--- src/rtl/bus_arbiter.sv ---
// Round-robin arbiter for the shared CPU data bus: registered one-hot grant,
// hold limit with lock override, and one idle turnaround cycle between owners.
module bus_arbiter #(
    parameter  int NUM_REQ  = 4,
    parameter  int DATA_W   = 8,
    parameter  int MAX_HOLD = 8,
    localparam int ID_W     = $clog2(NUM_REQ),
    localparam int HOLD_W   = $clog2(MAX_HOLD + 1)
) (
    input  logic                        clock,
    input  logic                        reset_n,
    input  logic [NUM_REQ-1:0]          req,
    input  logic [NUM_REQ-1:0]          lock,
    input  logic [NUM_REQ*DATA_W-1:0]   src_data,
    output logic [NUM_REQ-1:0]          grant,
    output logic                        grant_valid,
    output logic [ID_W-1:0]             grant_id,
    output logic [DATA_W-1:0]           bus_data,
    output logic                        timeout_pulse
);

    localparam logic [1:0] IDLE = 2'd0;
    localparam logic [1:0] BUSY = 2'd1;
    localparam logic [1:0] TURN = 2'd2;

    localparam logic [HOLD_W-1:0]  HOLD_LIMIT = HOLD_W'(MAX_HOLD);
    localparam logic [HOLD_W-1:0]  HOLD_ONE   = HOLD_W'(1);
    localparam logic [NUM_REQ-1:0] GRANT_ONE  = {{(NUM_REQ-1){1'b0}}, 1'b1};

    logic [1:0]         state_r, state_s;
    logic [NUM_REQ-1:0] grant_r, grant_s;
    logic               grant_valid_r, grant_valid_s;
    logic [ID_W-1:0]    grant_id_r, grant_id_s;
    logic [ID_W-1:0]    last_id_r, last_id_s;
    logic [HOLD_W-1:0]  hold_cnt_r, hold_cnt_s;
    logic               timeout_pulse_r, timeout_pulse_s;

    logic               win_found_s;
    logic [ID_W-1:0]    win_id_s;
    logic [ID_W-1:0]    scan_id_s;
    logic               others_s;

    // Round-robin winner: scan downward so the nearest index after last_id is assigned last and wins
    always_comb begin
        win_found_s = 1'b0;
        win_id_s    = last_id_r;
        scan_id_s   = last_id_r;
        for (int i = NUM_REQ; i >= 1; i--) begin
            scan_id_s = last_id_r + ID_W'(i);
            if (req[scan_id_s]) begin
                win_found_s = 1'b1;
                win_id_s    = scan_id_s;
            end else begin
                win_found_s = win_found_s;
            end
        end
    end

    assign others_s = |(req & ~grant_r);

    // Next-state logic for ownership, hold counter and timeout pulse
    always_comb begin
        state_s         = state_r;
        grant_s         = grant_r;
        grant_valid_s   = grant_valid_r;
        grant_id_s      = grant_id_r;
        last_id_s       = last_id_r;
        hold_cnt_s      = hold_cnt_r;
        timeout_pulse_s = 1'b0;
        case (state_r)
            IDLE, TURN: begin
                if (win_found_s) begin
                    state_s       = BUSY;
                    grant_s       = GRANT_ONE << win_id_s;
                    grant_valid_s = 1'b1;
                    grant_id_s    = win_id_s;
                    last_id_s     = win_id_s;
                    hold_cnt_s    = {HOLD_W{1'b0}};
                end else begin
                    state_s       = IDLE;
                    grant_s       = {NUM_REQ{1'b0}};
                    grant_valid_s = 1'b0;
                end
            end
            BUSY: begin
                if (!req[grant_id_r]) begin
                    state_s       = TURN;
                    grant_s       = {NUM_REQ{1'b0}};
                    grant_valid_s = 1'b0;
                end else if (!lock[grant_id_r] && (hold_cnt_r == HOLD_LIMIT) && others_s) begin
                    state_s         = TURN;
                    grant_s         = {NUM_REQ{1'b0}};
                    grant_valid_s   = 1'b0;
                    timeout_pulse_s = 1'b1;
                end else if (hold_cnt_r != HOLD_LIMIT) begin
                    hold_cnt_s = hold_cnt_r + HOLD_ONE;
                end else begin
                    hold_cnt_s = hold_cnt_r;
                end
            end
            default: begin
                state_s       = IDLE;
                grant_s       = {NUM_REQ{1'b0}};
                grant_valid_s = 1'b0;
            end
        endcase
    end

    // State registers with synchronous active-low reset
    always_ff @(posedge clock) begin
        if (!reset_n) begin
            state_r         <= IDLE;
            grant_r         <= {NUM_REQ{1'b0}};
            grant_valid_r   <= 1'b0;
            grant_id_r      <= {ID_W{1'b0}};
            last_id_r       <= ID_W'(NUM_REQ - 1);
            hold_cnt_r      <= {HOLD_W{1'b0}};
            timeout_pulse_r <= 1'b0;
        end else begin
            state_r         <= state_s;
            grant_r         <= grant_s;
            grant_valid_r   <= grant_valid_s;
            grant_id_r      <= grant_id_s;
            last_id_r       <= last_id_s;
            hold_cnt_r      <= hold_cnt_s;
            timeout_pulse_r <= timeout_pulse_s;
        end
    end

    // Bus mux driven only from registered ownership so it is zero during turnaround
    always_comb begin
        if (grant_valid_r) begin
            bus_data = src_data[grant_id_r * DATA_W +: DATA_W];
        end else begin
            bus_data = {DATA_W{1'b0}};
        end
    end

    assign grant         = grant_r;
    assign grant_valid   = grant_valid_r;
    assign grant_id      = grant_id_r;
    assign timeout_pulse = timeout_pulse_r;

endmodule
--- config.mk ---
export PLATFORM = sky130hd
export DESIGN_NAME = bus_arbiter
export DESIGN_NICKNAME = d
export VERILOG_FILES = /design/src/rtl/bus_arbiter.sv
export SDC_FILE = /design/constraint.sdc
export NUM_CORES = 1
export LEC_CHECK = 0
export CAP_MARGIN = 20
export CORE_MARGIN = 2
export CORE_UTILIZATION = 46
export CTS_CLUSTER_DIAMETER = 50
export DETAILED_ROUTE_END_ITERATION = 7
export DONT_BUFFER_PORTS = 1
export GPL_ROUTABILITY_DRIVEN = 0
export PLACE_DENSITY_LB_ADDON = 0.08
export SLEW_MARGIN = 0
export SYNTH_ARGS = -nofsm -noshare
export SYNTH_HDL_FRONTEND = slang
export SYNTH_SLANG_ARGS = --single-unit
export TNS_END_PERCENT = 50
--- constraint.sdc ---
create_clock -name clock -period 2.5 [get_ports clock]
set_input_delay 0.375 -clock clock [delete_from_list [all_inputs] [get_ports clock]]
set_output_delay 0.375 -clock clock [all_outputs]
set_load 0.05 [all_outputs]
==> results.toml, run 1 <==
[status]
status = "completed"

[sta]
finalHoldViolCount = 0
setup_slack_ps = 203.8
worst-slew-pin-transition_ps = 499.0
post-route-period-util = 0.9185
maxClockFrequency_mhz = 435.5
rsz0062_at_grt = "no"
fin_skew_ps = 3.540
min_period_ps = 2296
final_max_slew_viol_count = 0
hold_ws_ps = 182.5
setup_tns_ps = 0
finalSetupViolCount = 0
maxSlewHeadroom = 0.6673

[synth]
synth_top_cells_by_area = "sky130_fd_sc_hd__dfxtp_1, sky130_fd_sc_hd__mux4_1, sky130_fd_sc_hd__and2_1"
synthesis.nets = 155
synth-edff-count = 0
syn-instance-count = 111
post-synth-top-count-cell = "sky130_fd_sc_hd__dfxtp_1"
syn-cell-area_um2 = 1057
yosysTopAreaCell = "sky130_fd_sc_hd__dfxtp_1"
synth.lib_cells_used.distinct = 31
post_synth_most_frequent_cells = "sky130_fd_sc_hd__dfxtp_1, sky130_fd_sc_hd__nor2_1, sky130_fd_sc_hd__and2_1"
seq_area_frac_synth = 0.2840
synthesis.yosys.warnings = 0
synth_seq_cells = 15
netlist.area_leader.share = 0.2840
async_flop_share = 0
syn-mean-instance-area_um2 = 9.525
yosys_most_used_dff = "sky130_fd_sc_hd__dfxtp_1"

[layout]
areaGrowthSynthToFinish_pct = 8.166
post-route-cell-area_um2 = 1144
n_fill_cell = 207
seqCellArea_um2 = 300.3
n_antenna_cell = 0
multi_input_comb_area_um2 = 710.7
share_of_layout_cells_above_drive_strength_1 = 0.1368
layout.nets = 162

[cts]
clockRootBuffer = "sky130_fd_sc_hd__clkbuf_4"
cts_buffer_count = 3
cts_tree = "yes"
cts_setup_buffers = 0
cts_repair_resize_count = 0
insertion_delay_ps = 280
cts.hold.buffers_added = 0
clk_path_buf_depth = 2
h-tree-depth = 1
clk_pin_slew_ps = 90
tritoncts_num_sinks = 15

[critical_path]
crit_fanout = 9
timing.critical_path.from_type = "register"
critical_path_required_ps = 2120
timing_worst_setup_path_type = "register to output port"
crit_path_end_kind = "output port"
worst-endpoint-arrival_ps = 1920

[route]
first_pass_iters = 4
drt_drc_violations_left = 0
drt.antenna.violating_nets = 0
vias_per_cell = 5.966
dr.first_iter.drc_count = 27
num_vias = 865
drt_wl_total_mm = 2.425
drt-wirelength-per-cell_um = 16.72

[run]
maxCapViolCount = 0

[placement]
pre_cts_slack_ps = 481.8
placed_area_um2 = 1117
hpwl_mm = 1.881
place.port_buffers = 0

[power_and_ir_drop]
power.ir.vdd_worst_mv = 0.4850
power.static_leakage_nw = 0.4623
cell_internal_pwr_mw = 0.4171
post-layout-total-power_mw = 0.6838
swShare = 0.3899
clock_power_share = 0.205
cellPowerDensity_nw_per_um2 = 597.9
power_share_of_the_sequential_group = 0.408
p_switching_mw = 0.2666
power_frac_comb = 0.387

[global_route]
track_usage = 0.1972
antenna_found_initial = 0
grt_start_max_net_pins = 12
overflow = 0
via_count_of_the_first_global_routing_pass = 837
first_pass_grt_wire_length_mm = 3.870

[die]
rows = 17
dieArea_um2 = 2698
die_height_um = 51.94
floorplan.core_area_um2 = 2191
start_util = 0.4826
dieWidth_um = 51.94
boundaryPins = 58

[hold_path]
min_path_type = "input pin to register"
## cell type report
| cell class | count | area share |
|---|---|---|
| timing repair buffer | 7 | 0.04595 |
| multi-input combinational | 86 | 0.6214 |
| sequential | 15 | 0.2626 |
| inverter | 5 | 0.01641 |
| clock buffer | 4 | 0.02298 |
| tap | 28 | 0.03063 |
## metrics by stage
| step | cells | util |
|---|---|---|
| 2_1_floorplan | 111 | - |
| 3_3_place_gp | 141 | 0.5100 |
| 3_5_place_dp | 141 | 0.5100 |
| 4_1_cts | 145 | 0.5220 |
| 5_1_grt | 145 | 0.5220 |
| 6_report | 145 | 0.5220 |
## cells in the final DEF (no fill, tap or decap), drive strengths merged, types with 2 or more instances in the layout
master | netlist | routed
nor2 | 11 | 11
mux4 | 10 | 10
inv | 5 | 5
nand2 | 7 | 7
buf | 2 | 7
xor2 | 2 | 2
nor3 | 5 | 5
nor2b | 6 | 6
or3 | 2 | 2
ha | 2 | 2
clkbuf | 3 | 4
dfxtp | 15 | 15
o21a | 4 | 4
and3 | 6 | 6
and2 | 10 | 10
nand2b | 2 | 2
o21ai | 4 | 4
a21o | 3 | 3
a21oi | 6 | 6
## critical path, stage by stage, from the launching register on
cell and delay, ps:
sky130_fd_sc_hd__dfxtp_1 410, sky130_fd_sc_hd__buf_4 310, sky130_fd_sc_hd__mux4_1 580, sky130_fd_sc_hd__and2_1 340
## per-layer routing
metal,wire (µm),up-vias,global-route usage
met2,1140,38,0.3122
met4,9,0,0.03947
li1,-,419,-
met1,1021,406,0.2468
met3,254,2,0.08908
met5,0,-,0
## state kept, by name, indices dropped and copies added (netlist names)
name           count
grant              4
hold_cnt_r         4
grant_id           2
last_id_r          2
grant_valid        1
state_r            1
timeout_pulse      1
## path summary, 6_finish.rpt
kind                            startpoint                        end  slack, ps  cells after the start
setup / recovery  grant_id[0]$_SDFFE_PN0P_                bus_data[0]        200                      3
hold / removal                     reset_n  last_id_r[0]$_SDFFE_PN1P_        180                      1
setup reg to reg  grant_id[1]$_SDFFE_PN0P_      grant[3]$_SDFFE_PN0P_        590                      4
hold reg to reg    state_r[1]$_SDFFE_PN0P_    state_r[1]$_SDFFE_PN0P_        510                      3
## cell families (layout without fill, tap and decap cells)
logic type | after synthesis | count (layout) | synth area share
AO/OA/AOI/OAI | 20 | 20 | 0.1254
multiplexers | 10 | 10 | 0.2414
adder cells (fa/ha/maj) | 2 | 2 | 0.02366
XOR/XNOR | 2 | 2 | 0.01657
AND/OR/NAND/NOR | 52 | 52 | 0.2651
buffers and inverters | 10 | 16 | 0.04378
flip-flops | 15 | 15 | 0.2840
## power groups by stage
stage	Sequential (mW)	Clock (mW)	Combinational, mW
3_5_place_dp	0.285	0	0.266
3_3_place_gp	0.283	0	0.263
6_report	0.279	0.140	0.265
5_1_grt	0.284	0.161	0.283
2_1_floorplan	0.316	0	0.196
4_1_cts	0.279	0.144	0.266
Note: power is estimated with default switching activity, not from simulation.
==> run 2, diff against run 1 <==
CORE_MARGIN = 3   (was 2)
==> results.toml, run 2 (same netlist as run 1, synthesis figures left out) <==
[cts]
insertion_delay_ps = 280
clk_pin_slew_ps = 90
cts.hold.buffers_added = 0
cts_repair_resize_count = 0
clk_path_buf_depth = 2
cts_buffer_count = 3
clockRootBuffer = "sky130_fd_sc_hd__clkbuf_4"
h-tree-depth = 1
cts_setup_buffers = 0
cts_tree = "yes"
tritoncts_num_sinks = 15

[power_and_ir_drop]
cell_internal_pwr_mw = 0.4202
p_switching_mw = 0.2733
swShare = 0.3940
power_share_of_the_sequential_group = 0.396
power_frac_comb = 0.396
power.ir.vdd_worst_mv = 0.3994
cellPowerDensity_nw_per_um2 = 603.1
clock_power_share = 0.209
post-layout-total-power_mw = 0.6935
power.static_leakage_nw = 0.4675

[sta]
final_max_slew_viol_count = 0
post-route-period-util = 0.8689
setup_tns_ps = 0
finalHoldViolCount = 0
rsz0062_at_grt = "no"
min_period_ps = 2172
maxClockFrequency_mhz = 460.4
fin_skew_ps = 0.7865
finalSetupViolCount = 0
maxSlewHeadroom = 0.6667
worst-slew-pin-transition_ps = 487.3

[route]
drt.antenna.violating_nets = 0
drt_wl_total_mm = 2.624
drt_drc_violations_left = 0
dr.first_iter.drc_count = 10
num_vias = 875
vias_per_cell = 6.034
drt-wirelength-per-cell_um = 18.10
first_pass_iters = 4

[die]
dieWidth_um = 53.94
floorplan.core_area_um2 = 2062
dieArea_um2 = 2910
rows = 16
die_height_um = 53.94
boundaryPins = 58
start_util = 0.5127

[layout]
mostFrequentLayoutCell = "sky130_fd_sc_hd__dfxtp_1"
n_antenna_cell = 0
layout.nets = 163
share_of_layout_cells_above_drive_strength_1 = 0.1441
n_fill_cell = 199
layout.cells.most_common_list = "sky130_fd_sc_hd__dfxtp_1, sky130_fd_sc_hd__nor2_1, sky130_fd_sc_hd__and2_1"
areaGrowthSynthToFinish_pct = 8.757

[global_route]
antenna_found_initial = 0
via_count_of_the_first_global_routing_pass = 911
overflow = 0
track_usage = 0.1947
first_pass_grt_wire_length_mm = 3.974
grt_start_max_net_pins = 12

[critical_path]
critical_path_required_ps = 2120
critPathMaxStageDelay_ps = 560
timing.critical_path.from_type = "register"
worst_path_max_delay_cell = "sky130_fd_sc_hd__mux4_1"
timing.reg2reg.setup_slack_ps = 620
timing_worst_setup_path_type = "register to output port"
crit_path_end_kind = "output port"
crit_fanout = 9
worst-endpoint-arrival_ps = 1800
cp.buffers_inverters = 1
crit_family = "multiplexers"
critical_path_cell_by_cell = "buf_4 -> mux4_1 -> and2_1"

[run]
maxCapViolCount = 0

[placement]
hpwl_mm = 2.090
place.port_buffers = 0

[hold_path]
min_path_type = "input pin to register"

[status]
status = "completed"
run 2: cell count changes in the layout (fill, tap and decap cells not counted):
cell	before	now
sky130_fd_sc_hd__buf_4	7	8
run 2: metrics by stage:
stage                       util  setup slack [ps]  cell area [µm²]  cells  hold WS [ps]
after floorplan                -             279.6             1057    111         479.5
after global placement    0.5449             655.3             1124    141         462.5
after detailed placement  0.5449             627.1             1124    141         474.0
after CTS                 0.5576             299.5             1150    145         176.1
after global routing      0.5576             217.5             1150    145         168.7
final                     0.5576             327.8             1150    145         181.2
run 2: layer usage:
layer  wire, µm  up-vias  part of all wire  GRT usage
li1           -      420                 -          -
met3        292        2              0.11    0.08033
met5          0        -                 0          0
met1        927      414              0.35     0.1997
met4          6        0            0.0023    0.04681
met2       1397       39              0.53     0.3609
run 2: cell type report:
cell class              count  area (µm²)  share of cell area
clock buffers               4       26.28             0.02285
inverters                   5       18.77             0.01632
multi-input cells          86       710.7              0.6181
flip-flops and latches     15       300.3              0.2612
well taps                  27       33.78             0.02938
repair buffers              8       60.06             0.05223
run 2: power groups by stage:
stage	registers [mW]	clock network [mW]	logic [mW]
after CTS	0.275	0.147	0.276
after global placement	0.279	0	0.271
after detailed placement	0.280	0	0.275
after floorplan	0.316	0	0.196
after global routing	0.277	0.157	0.295
final	0.274	0.145	0.274
run 2: path summary, 6_finish.rpt:
path | start | end | depth (start not counted)
min | reset_n | last_id_r[0]$_SDFFE_PN1P_ | 1
max | grant_id[0]$_SDFFE_PN0P_ | bus_data[1] | 3
min reg2reg | state_r[1]$_SDFFE_PN0P_ | state_r[1]$_SDFFE_PN0P_ | 3
max reg2reg | grant_id[1]$_SDFFE_PN0P_ | hold_cnt_r[1]$_SDFFE_PN0P_ | 4
==> run 3, diff against run 2 <==
--- a/config.mk
+++ b/config.mk
@@ -7,4 +7,5 @@
 export LEC_CHECK = 0
 export CAP_MARGIN = 20
+export CORE_ASPECT_RATIO = 0.6
 export CORE_MARGIN = 3
 export CORE_UTILIZATION = 46
@@ -13,5 +14,5 @@
 export DONT_BUFFER_PORTS = 1
 export GPL_ROUTABILITY_DRIVEN = 0
-export PLACE_DENSITY_LB_ADDON = 0.08
+export PLACE_DENSITY = 0.6
 export SLEW_MARGIN = 0
 export SYNTH_ARGS = -nofsm -noshare
==> constraint.sdc (replaced) <==
create_clock -name clock -period 2.5 [get_ports clock]
set_input_delay 0.375 -clock clock [delete_from_list [all_inputs] [get_ports clock]]
set_output_delay 0.375 -clock clock [all_outputs]
set_load 0.005 [all_outputs]
==> results.toml, run 3 (same netlist as run 1, synthesis figures left out) <==
[route]
drt.antenna.violating_nets = 0
first_pass_iters = 4
drt-wirelength-per-cell_um = 17.11
num_vias = 828
drt_wl_total_mm = 2.395
dr.first_iter.drc_count = 59
drt_drc_violations_left = 0
vias_per_cell = 5.914

[die]
dieArea_um2 = 2928
floorplan.core_area_um2 = 2012
dieWidth_um = 67.89
rows = 12
start_util = 0.5255
die_height_um = 43.14
boundaryPins = 58

[power_and_ir_drop]
cellPowerDensity_nw_per_um2 = 570.1
power.ir.vdd_worst_mv = 0.3072
power.static_leakage_nw = 0.4464
post-layout-total-power_mw = 0.6420

[cts]
insertion_delay_ps = 250
tritoncts_num_sinks = 15
h-tree-depth = 1
clk_path_buf_depth = 2
cts_tree = "yes"
cts.hold.buffers_added = 0
cts_buffer_count = 3
cts_setup_buffers = 0
clockRootBuffer = "sky130_fd_sc_hd__clkbuf_8"
clk_pin_slew_ps = 60
cts_repair_resize_count = 0

[layout]
share_of_layout_cells_above_drive_strength_1 = 0.1071
layout.cells.most_common_list = "sky130_fd_sc_hd__dfxtp_1, sky130_fd_sc_hd__nor2_1, sky130_fd_sc_hd__and2_1"
mostFrequentLayoutCell = "sky130_fd_sc_hd__dfxtp_1"
layout.nets = 157
areaGrowthSynthToFinish_pct = 6.509
n_antenna_cell = 0
layout.core_utilization = 0.5597

[placement]
place.port_buffers = 0
hpwl_mm = 1.960

[critical_path]
critical_path_required_ps = 2120
timing.critical_path.from_type = "register"
crit_path_end_kind = "output port"
crit_fanout = 11
crit_family = "multiplexers"
worst-endpoint-arrival_ps = 1570
cp.buffers_inverters = 1
timing_worst_setup_path_type = "register to output port"
cp-startpoint = "grant_id[0]$_SDFFE_PN0P_"
regToRegStartpoint = "grant_id[0]$_SDFFE_PN0P_"
critical_path_cell_by_cell = "buf_4 -> mux4_1 -> and2_1"
critPathMaxStageDelay_ps = 570
worst_path_max_delay_cell = "sky130_fd_sc_hd__mux4_1"

[global_route]
grt_start_max_net_pins = 13
antenna_found_initial = 0
via_count_of_the_first_global_routing_pass = 779
overflow = 0
track_usage = 0.1665
first_pass_grt_wire_length_mm = 3.636

[sta]
maxClockFrequency_mhz = 514.0
rsz0062_at_grt = "no"
final_max_slew_viol_count = 0
setup_tns_ps = 0
finalHoldViolCount = 0
min_period_ps = 1945
worst-slew-pin-transition_ps = 475.5
fin_skew_ps = 4.443
finalSetupViolCount = 0
post-route-period-util = 0.7782
maxSlewHeadroom = 0.6748

[hold_path]
timing.hold.worst.start = "reset_n"
min_path_type = "input pin to register"

[run]
maxCapViolCount = 0

[status]
status = "completed"
## run 3: metal layers
layer / share of wire / vias to the layer above / GRT usage
met5: 0 / - / 0
met4: 0 / 0 / 0.01186
met3: 0.13 / 0 / 0.08201
met2: 0.42 / 41 / 0.2379
met1: 0.45 / 379 / 0.2340
li1: - / 408 / -
## run 3: worst paths after layout
kind                          endpoint  slack, ps  cells after the start
min reg2reg    state_r[1]$_SDFFE_PN0P_        520                      3
max                        bus_data[4]        550                      3
min          last_id_r[0]$_SDFFE_PN1P_        200                      1
max reg2reg      grant[0]$_SDFFE_PN0P_        710                      4
## run 3: metrics by stage
stage	cells	instance area, µm²	worst slack, ps	hold WS, ps
finish	140	1126	554.6	200.9
global route	140	1126	488.9	198.3
CTS	140	1126	552.1	199.0
detailed placement	136	1080	717.7	469.9
global placement	136	1080	738.0	455.4
floorplan	111	1057	773.1	479.5
## run 3: power breakdown
part	internal (mW)	total, mW	leakage [nW]	switching, mW
logic	0.0882	0.165	0.298	0.0770
registers	0.258	0.280	0.123	0.0222
clock network	0.110	0.196	0.0255	0.0859
total	0.457	0.642	0.446	0.185
## run 3: final cells by class
cell class,instances,area (µm²)
timing repair buffer,2,15.01
sequential,15,300.3
fill,186,885.9
inverter,5,18.77
clock buffer,3,41.29
tap,28,35.03
clock inverter,1,5.005
multi-input combinational,86,710.7
